===== config.mk =====
export PLATFORM = sky130hd
export DESIGN_NAME = hm_sched
export DESIGN_NICKNAME = d
export VERILOG_FILES = /design/src/rtl/hm_sched_pkg.sv /design/src/rtl/hm_sched_credit.sv /design/src/rtl/hm_sched.sv
export SDC_FILE = /design/constraint.sdc
export NUM_CORES = 1
export LEC_CHECK = 0
export ABC_CLOCK_PERIOD_IN_PS = 13100
export BUFFER_PORTS_ARGS = -buffer_cell sky130_fd_sc_hd__buf_4
export CORE_MARGIN = 4
export CORE_UTILIZATION = 59
export CTS_BUF_LIST = sky130_fd_sc_hd__clkbuf_2
export CTS_CLUSTER_SIZE = 24
export DETAILED_ROUTE_END_ITERATION = 10
export GPL_TIMING_DRIVEN = 0
export PLACE_DENSITY = 0.87
export SYNTH_ARGS = -nofsm -noshare
export SYNTH_HDL_FRONTEND = slang
export SYNTH_SLANG_ARGS = --single-unit

===== constraint.sdc =====
create_clock -name trn_clk -period 13.1 [get_ports trn_clk]
set_input_delay 2.62 -clock trn_clk [delete_from_list [all_inputs] [get_ports trn_clk]]
set_output_delay 2.62 -clock trn_clk [all_outputs]
set_load 0.005 [all_outputs]

===== src/rtl/hm_sched_pkg.sv =====
// hm_sched_pkg: shared state encodings, defaults and address helper for the
// host-memory read scheduler.
package hm_sched_pkg;

  // Scheduler states; the encoding is visible on stat_state.
  typedef enum logic [1:0] {
    HM_SCHED_STATE_IDLE    = 2'd0,
    HM_SCHED_STATE_ISSUE   = 2'd1,
    HM_SCHED_STATE_WAIT_TX = 2'd2,
    HM_SCHED_STATE_DRAIN   = 2'd3
  } hm_state_e;

  // 128 bytes = 32 DW, the length of every read request.
  localparam int unsigned HM_SCHED_STRIDE      = 128;
  localparam int unsigned HM_SCHED_CPL_TIMEOUT = 65535;

  // Next request address; wraps modulo 2^64.
  function automatic logic [63:0] hm_next_addr(input logic [63:0] addr,
                                                input int unsigned stride);
    return addr + 64'(stride);
  endfunction

endpackage


===== src/rtl/hm_sched_credit.sv =====
// hm_sched_credit: outstanding-read counter. Incremented when a request is
// transmitted, decremented when its completion has been received.
module hm_sched_credit #(
  parameter int unsigned MAX_OUTSTANDING = 4
) (
  input  logic trn_clk,
  input  logic sys_rst,
  input  logic inc,
  input  logic dec,
  input  logic clear,
  output logic can_issue,
  output logic empty,
  output logic underflow
);

  logic [3:0] count;

  // Up/down count, saturating at MAX_OUTSTANDING and at zero.
  // NOTE: state registers use non-blocking assignments so every flop samples
  // pre-edge values, independent of block ordering.
  always_ff @(posedge trn_clk or posedge sys_rst) begin
    if (sys_rst) begin
      count <= '0;
    end else if (clear) begin
      count <= '0;
    end else begin
      unique case ({inc, dec})
        2'b10:   if (count != 4'(MAX_OUTSTANDING)) count <= count + 4'd1;
        2'b01:   if (count != 4'd0) count <= count - 4'd1;
        default: count <= count;
      endcase
    end
  end

  assign can_issue = (count < 4'(MAX_OUTSTANDING));
  assign empty     = (count == 4'd0);
  // A completion with nothing outstanding; a simultaneous issue pairs with it.
  assign underflow = dec & ~inc & (count == 4'd0);

endmodule


===== src/rtl/hm_sched.sv =====
// hm_sched: issues one memory-read request per STRIDE bytes over a contiguous
// host region, retries transmit timeouts, limits outstanding reads and drains
// completions before reporting done.
// Optional build macro: HM_SCHED_THROTTLE_EN adds a gap[15:0] input that
// enforces a minimum idle gap after each tx_end/tx_timeout before re-issuing.
module hm_sched
  import hm_sched_pkg::*;
#(
  parameter int unsigned MAX_OUTSTANDING = 4,
  parameter int unsigned STRIDE          = HM_SCHED_STRIDE,
  parameter int unsigned RETRY_MAX       = 3,
  parameter int unsigned CPL_TIMEOUT     = HM_SCHED_CPL_TIMEOUT
) (
  input  logic        trn_clk,
  input  logic        sys_rst,
  input  logic        start,
  input  logic        abort,
  input  logic [63:0] addr_base,
  input  logic [31:0] req_count,
`ifdef HM_SCHED_THROTTLE_EN
  input  logic [15:0] gap,
`endif
  output logic        busy,
  output logic        done,
  output logic        error,
  output logic        tx_start,
  output logic [63:0] hm_addr,
  input  logic        tx_end,
  input  logic        tx_timeout,
  input  logic        rx_cpl,
  output logic [31:0] stat_req_cpt,
  output logic [31:0] stat_retry_cpt,
  output logic [1:0]  stat_state
);

  hm_state_e   state, state_d;
  logic [63:0] cur_addr;
  logic [31:0] remaining;
  logic [31:0] retry_cnt;
  logic        abort_pending;
  logic [15:0] drain_tmr;

  logic can_issue, cred_empty, cred_underflow, gap_ok;
  logic do_start, do_zero, do_issue, do_ack, do_retry, do_giveup;
  logic do_finish, do_tmo;

  hm_sched_credit #(.MAX_OUTSTANDING(MAX_OUTSTANDING)) u_credit (
    .trn_clk   (trn_clk),
    .sys_rst   (sys_rst),
    .inc       (do_ack),
    .dec       (rx_cpl),
    .clear     (do_tmo),
    .can_issue (can_issue),
    .empty     (cred_empty),
    .underflow (cred_underflow)
  );

`ifdef HM_SCHED_THROTTLE_EN
  logic [15:0] gap_cnt;

  // Cycles since the last transmit outcome, saturating; preset on start.
  always_ff @(posedge trn_clk or posedge sys_rst) begin
    if (sys_rst)                           gap_cnt <= '1;
    else if (do_start)                     gap_cnt <= '1;
    else if (do_ack | do_retry | do_giveup) gap_cnt <= '0;
    else if (gap_cnt != 16'hFFFF)          gap_cnt <= gap_cnt + 16'd1;
  end

  assign gap_ok = (gap_cnt >= gap);
`else
  assign gap_ok = 1'b1;
`endif

  // State register.
  always_ff @(posedge trn_clk or posedge sys_rst) begin
    if (sys_rst) state <= HM_SCHED_STATE_IDLE;
    else         state <= state_d;
  end

  // Next-state decode and single-cycle action strobes.
  // NOTE: every signal written here gets a default first, so no path through
  // the case statement can infer a latch.
  always_comb begin
    state_d   = state;
    do_start  = 1'b0;
    do_zero   = 1'b0;
    do_issue  = 1'b0;
    do_ack    = 1'b0;
    do_retry  = 1'b0;
    do_giveup = 1'b0;
    do_finish = 1'b0;
    do_tmo    = 1'b0;
    unique case (state)
      HM_SCHED_STATE_IDLE: begin
        if (start) begin
          do_start = 1'b1;
          if (req_count == 32'd0) do_zero = 1'b1;
          else                    state_d = HM_SCHED_STATE_ISSUE;
        end
      end
      HM_SCHED_STATE_ISSUE: begin
        if (abort_pending) begin
          state_d = HM_SCHED_STATE_DRAIN;
        end else if (can_issue && gap_ok) begin
          do_issue = 1'b1;
          state_d  = HM_SCHED_STATE_WAIT_TX;
        end
      end
      HM_SCHED_STATE_WAIT_TX: begin
        // A request is never cut short; abort is honoured on its outcome.
        if (tx_end) begin
          do_ack  = 1'b1;
          state_d = (remaining == 32'd1 || abort_pending) ? HM_SCHED_STATE_DRAIN
                                                          : HM_SCHED_STATE_ISSUE;
        end else if (tx_timeout) begin
          if (retry_cnt == RETRY_MAX) begin
            do_giveup = 1'b1;
            state_d   = HM_SCHED_STATE_DRAIN;
          end else begin
            do_retry = 1'b1;
            state_d  = HM_SCHED_STATE_ISSUE;
          end
        end
      end
      HM_SCHED_STATE_DRAIN: begin
        if (cred_empty) begin
          do_finish = 1'b1;
          state_d   = HM_SCHED_STATE_IDLE;
        end else if (drain_tmr == 16'(CPL_TIMEOUT)) begin
          do_tmo  = 1'b1;
          state_d = HM_SCHED_STATE_IDLE;
        end
      end
      default: state_d = HM_SCHED_STATE_IDLE;
    endcase
  end

  // Run context, registered outputs and statistics.
  always_ff @(posedge trn_clk or posedge sys_rst) begin
    if (sys_rst) begin
      cur_addr       <= '0;
      remaining      <= '0;
      retry_cnt      <= '0;
      abort_pending  <= 1'b0;
      drain_tmr      <= '0;
      done           <= 1'b0;
      error          <= 1'b0;
      tx_start       <= 1'b0;
      hm_addr        <= '0;
      stat_req_cpt   <= '0;
      stat_retry_cpt <= '0;
    end else begin
      done     <= do_zero | do_finish | do_tmo;
      tx_start <= do_issue;

      if (do_start) begin
        cur_addr      <= addr_base;
        remaining     <= req_count;
        retry_cnt     <= '0;
        abort_pending <= 1'b0;
      end else if (abort && state != HM_SCHED_STATE_IDLE) begin
        abort_pending <= 1'b1;
      end

      if (do_issue) hm_addr <= cur_addr;

      if (do_ack) begin
        stat_req_cpt <= stat_req_cpt + 32'd1;
        cur_addr     <= hm_next_addr(cur_addr, STRIDE);
        remaining    <= remaining - 32'd1;
        retry_cnt    <= '0;
      end

      if (do_retry | do_giveup) stat_retry_cpt <= stat_retry_cpt + 32'd1;
      if (do_retry)             retry_cnt      <= retry_cnt + 32'd1;

      // Later assignment wins: a fault in the start cycle still sticks.
      if (do_start)                          error <= 1'b0;
      if (do_giveup | do_tmo | cred_underflow) error <= 1'b1;

      // Counts completion-free cycles while draining.
      if (state != HM_SCHED_STATE_DRAIN || rx_cpl) drain_tmr <= '0;
      else if (drain_tmr != 16'hFFFF)              drain_tmr <= drain_tmr + 16'd1;
    end
  end

  assign busy       = (state != HM_SCHED_STATE_IDLE);
  assign stat_state = state;

endmodule


==> flow_summary.toml <==
[timing]
setup_tns_ns = 0
period_share_pct = 35.07
slew_violations = 0
relSlewSlack_pct = 37.86
fin_crit_ns = 4.595
rsz0062_at_grt = "no"
fmax_mhz = 217.6
finalClockSkew_ns = 0.08341
worstMarginPinSlew_ns = 0.9321
finalSetupViolations = 0
hold_viol_final = 0
worst_slack_ns = 8.505
hold_ws_ns = 0.4677

[logic_synthesis]
avgSynthCellArea_sq_um = 9.836
yosys_warnings = 0
async_flop_share_pct = 100.0
yosysSeqAreaShare_pct = 49.65
synth_edf_count = 0
synth_seq_cells = 282
syn_area_sq_um = 14210
synth_top_area_cell = "dfrtp_1"
synthTopCellsByCount = "dfrtp_1, nand2_1, nand3_1, nor2_1, xnor2_1"
ys_types = 76
synth.most_common_cell = "dfrtp_1"
synthFlopType = "dfrtp_1"
syn_inst = 1445
synthTopCellsByArea = "dfrtp_1, nand2_1, xnor2_1"
syn-num-nets = 1558
yosysTopAreaCellShare_pct = 49.65

[global_route]
grt_overflow_total = 0
antenna_found_initial = 2
grt_max_degree = 105
grt_usage_pct = 32.21
grt_pass1_wl_um = 68900
grt_pass1_vias = 13330

[clock_tree]
cts_tree = "done"
cts_setup_buffers = 0
htreeDepth = 3
hold_buffers = 0
clkSlewWorstSetupHoldPaths_ns = 0.09
clockBufferDepth = 3
insertion_delay_ns = 0.87
cts_buffers = 73
cts_resized = 0
clockRootBuffer = "clkbuf_2"
cts.sinks = 282

[setup_path]
crit_required_ns = 10.48
path_cells = "clkbuf_1 > or2_2 > buf_4"
critPathCaptureType = "output port"
arrival_ns = 1.97
path_max_fanout = 10
start_kind = "flip-flop"
reg2reg_depth = 8
slowest_stage = "dfrtp_1"
worstSetupPathType = "reg2out"
slowest_delay_ns = 0.43

[die]
start_util_pct = 60.19
die_w_um = 163.2
rows = 56
coreArea_sq_um = 23610
io-pin-count = 237
die_y_um = 163.2
die-area_sq_um = 26640

[placed_design]
dpl.hpwl_um = 30810
placed_cells = 2002
place_worst_setup_slack_ns = 7.848
routabilityCongestion = 0.9658
port_buffers = 236
place_area_sq_um = 16450

[route]
vias = 13510
wl_per_cell_um = 20.40
dr.pass1.iters = 5
postRouteAntennaNets = 0
drtIter0Drc = 1468
routed_via_density = 6.349
drc = 0
drt-total-wl_um = 43410

[cells_and_area]
area_growth_pct = 20.37
final_cells = 2128
final_cell_area_sq_um = 17110
fin_util_pct = 72.46
drive_gt1_share_pct = 24.45
finalNetCount = 1871

[pwr]
p_leak_nw = 7.841
ir_drop_mv = 0.08849
power_density_nw_per_um2 = 165.5
power_mw = 2.831

[job]
maxCapViolations = 0

[hold_path]
holdPathStages = 1
min_path_type = "reg2reg"

[status]
status = "completed"
-- power breakdown --
part           internal (mW)  switching (mW)
clock network          0.251           0.369
logic                  0.395           0.442
registers               1.11           0.267
-- sequential cells by signal, indices dropped and copies added (netlist names) --
| register | flops |
|---|---|
| stat_req_cpt | 32 |
| done | 1 |
| retry_cnt | 32 |
| tx_start | 1 |
| u_credit.count | 4 |
| abort_pending | 1 |
| cur_addr | 64 |
| drain_tmr | 16 |
| error | 1 |
| hm_addr | 64 |
| stat_retry_cpt | 32 |
| remaining | 32 |
| stat_state | 2 |
-- logic make-up (layout without fill, tap and decap cells) --
| group | Yosys count | count (layout) | synth area share [%] |
|---|---|---|---|
| AO/OA/AOI/OAI | 246 | 246 | 12.63 |
| multiplexers | 66 | 66 | 5.053 |
| XOR/XNOR | 80 | 80 | 4.930 |
| flip-flops | 282 | 282 | 49.65 |
| other | 0 | 1 | 0 |
| adder cells (fa/ha/maj) | 10 | 10 | 0.9331 |
| buffers and inverters | 99 | 462 | 2.667 |
| AND/OR/NAND/NOR | 662 | 662 | 24.14 |
-- worst paths after layout --
check / startpoint / end / slack, ns
max reg2reg: stat_state[1] / cur_addr[58] / 9.91
max in group asynchronous: sys_rst / cur_addr[4] / 10.26
min: stat_req_cpt[31] / stat_req_cpt[31] / 0.47
max: stat_state[0] / busy / 8.51
min reg2reg: stat_req_cpt[31] / stat_req_cpt[31] / 0.47
min in group asynchronous: sys_rst / stat_retry_cpt[11] / 1.86
-- worst max-delay path: cells and delay by family (launching register included) --
kind | cells | cell delay, ns
and+or+nand+nor | 1 | 0.37
buffers and inverters | 2 | 0.38
DFF | 1 | 0.43
-- metal layers --
| layer | routed length, um | global-route usage, % | vias to the layer above |
|---|---|---|---|
| met5 | 12 | 0 | - |
| met4 | 2078 | 14.64 | 2 |
| met3 | 4747 | 8.428 | 171 |
| met2 | 19970 | 50.87 | 833 |
| met1 | 16610 | 42.07 | 6491 |
| li1 | - | - | 6013 |
-- cell type report --
cell class | instances | area [sq um]
Antenna cell | 1 | 2.502
Buffer | 70 | 270.3
Clock buffer | 104 | 520.5
Clock inverter | 21 | 138.9
Fill cell | 1756 | 6504
Inverter | 29 | 116.4
Multi-Input combinational cell | 1064 | 6778
Sequential cell | 282 | 7057
Tap cell | 319 | 399.1
Timing Repair Buffer | 238 | 1827
-- cells in the final DEF, fill, tap and decap left out, types with 8 or more instances in the layout --
cell type	instances
xor2_1	17
mux2i_1	20
a21oi_1	28
nand3_1	91
nand4_1	48
a22oi_1	25
and3_1	22
o311ai_0	20
dfrtp_1	282
nor3_1	48
buf_4	236
o21ai_0	46
o211ai_1	36
a221o_1	23
inv_1	27
and4_1	10
nor2_1	89
nand2_1	217
mux2_2	46
a211oi_1	9
clkbuf_1	58
nand2b_1	8
ha_1	9
or2_2	9
clkbuf_2	105
or3_1	20
or4_1	18
nor4_1	31
clkinv_1	14
xnor2_1	63
and2_1	9
Note: power is estimated with default switching activity, not from simulation.
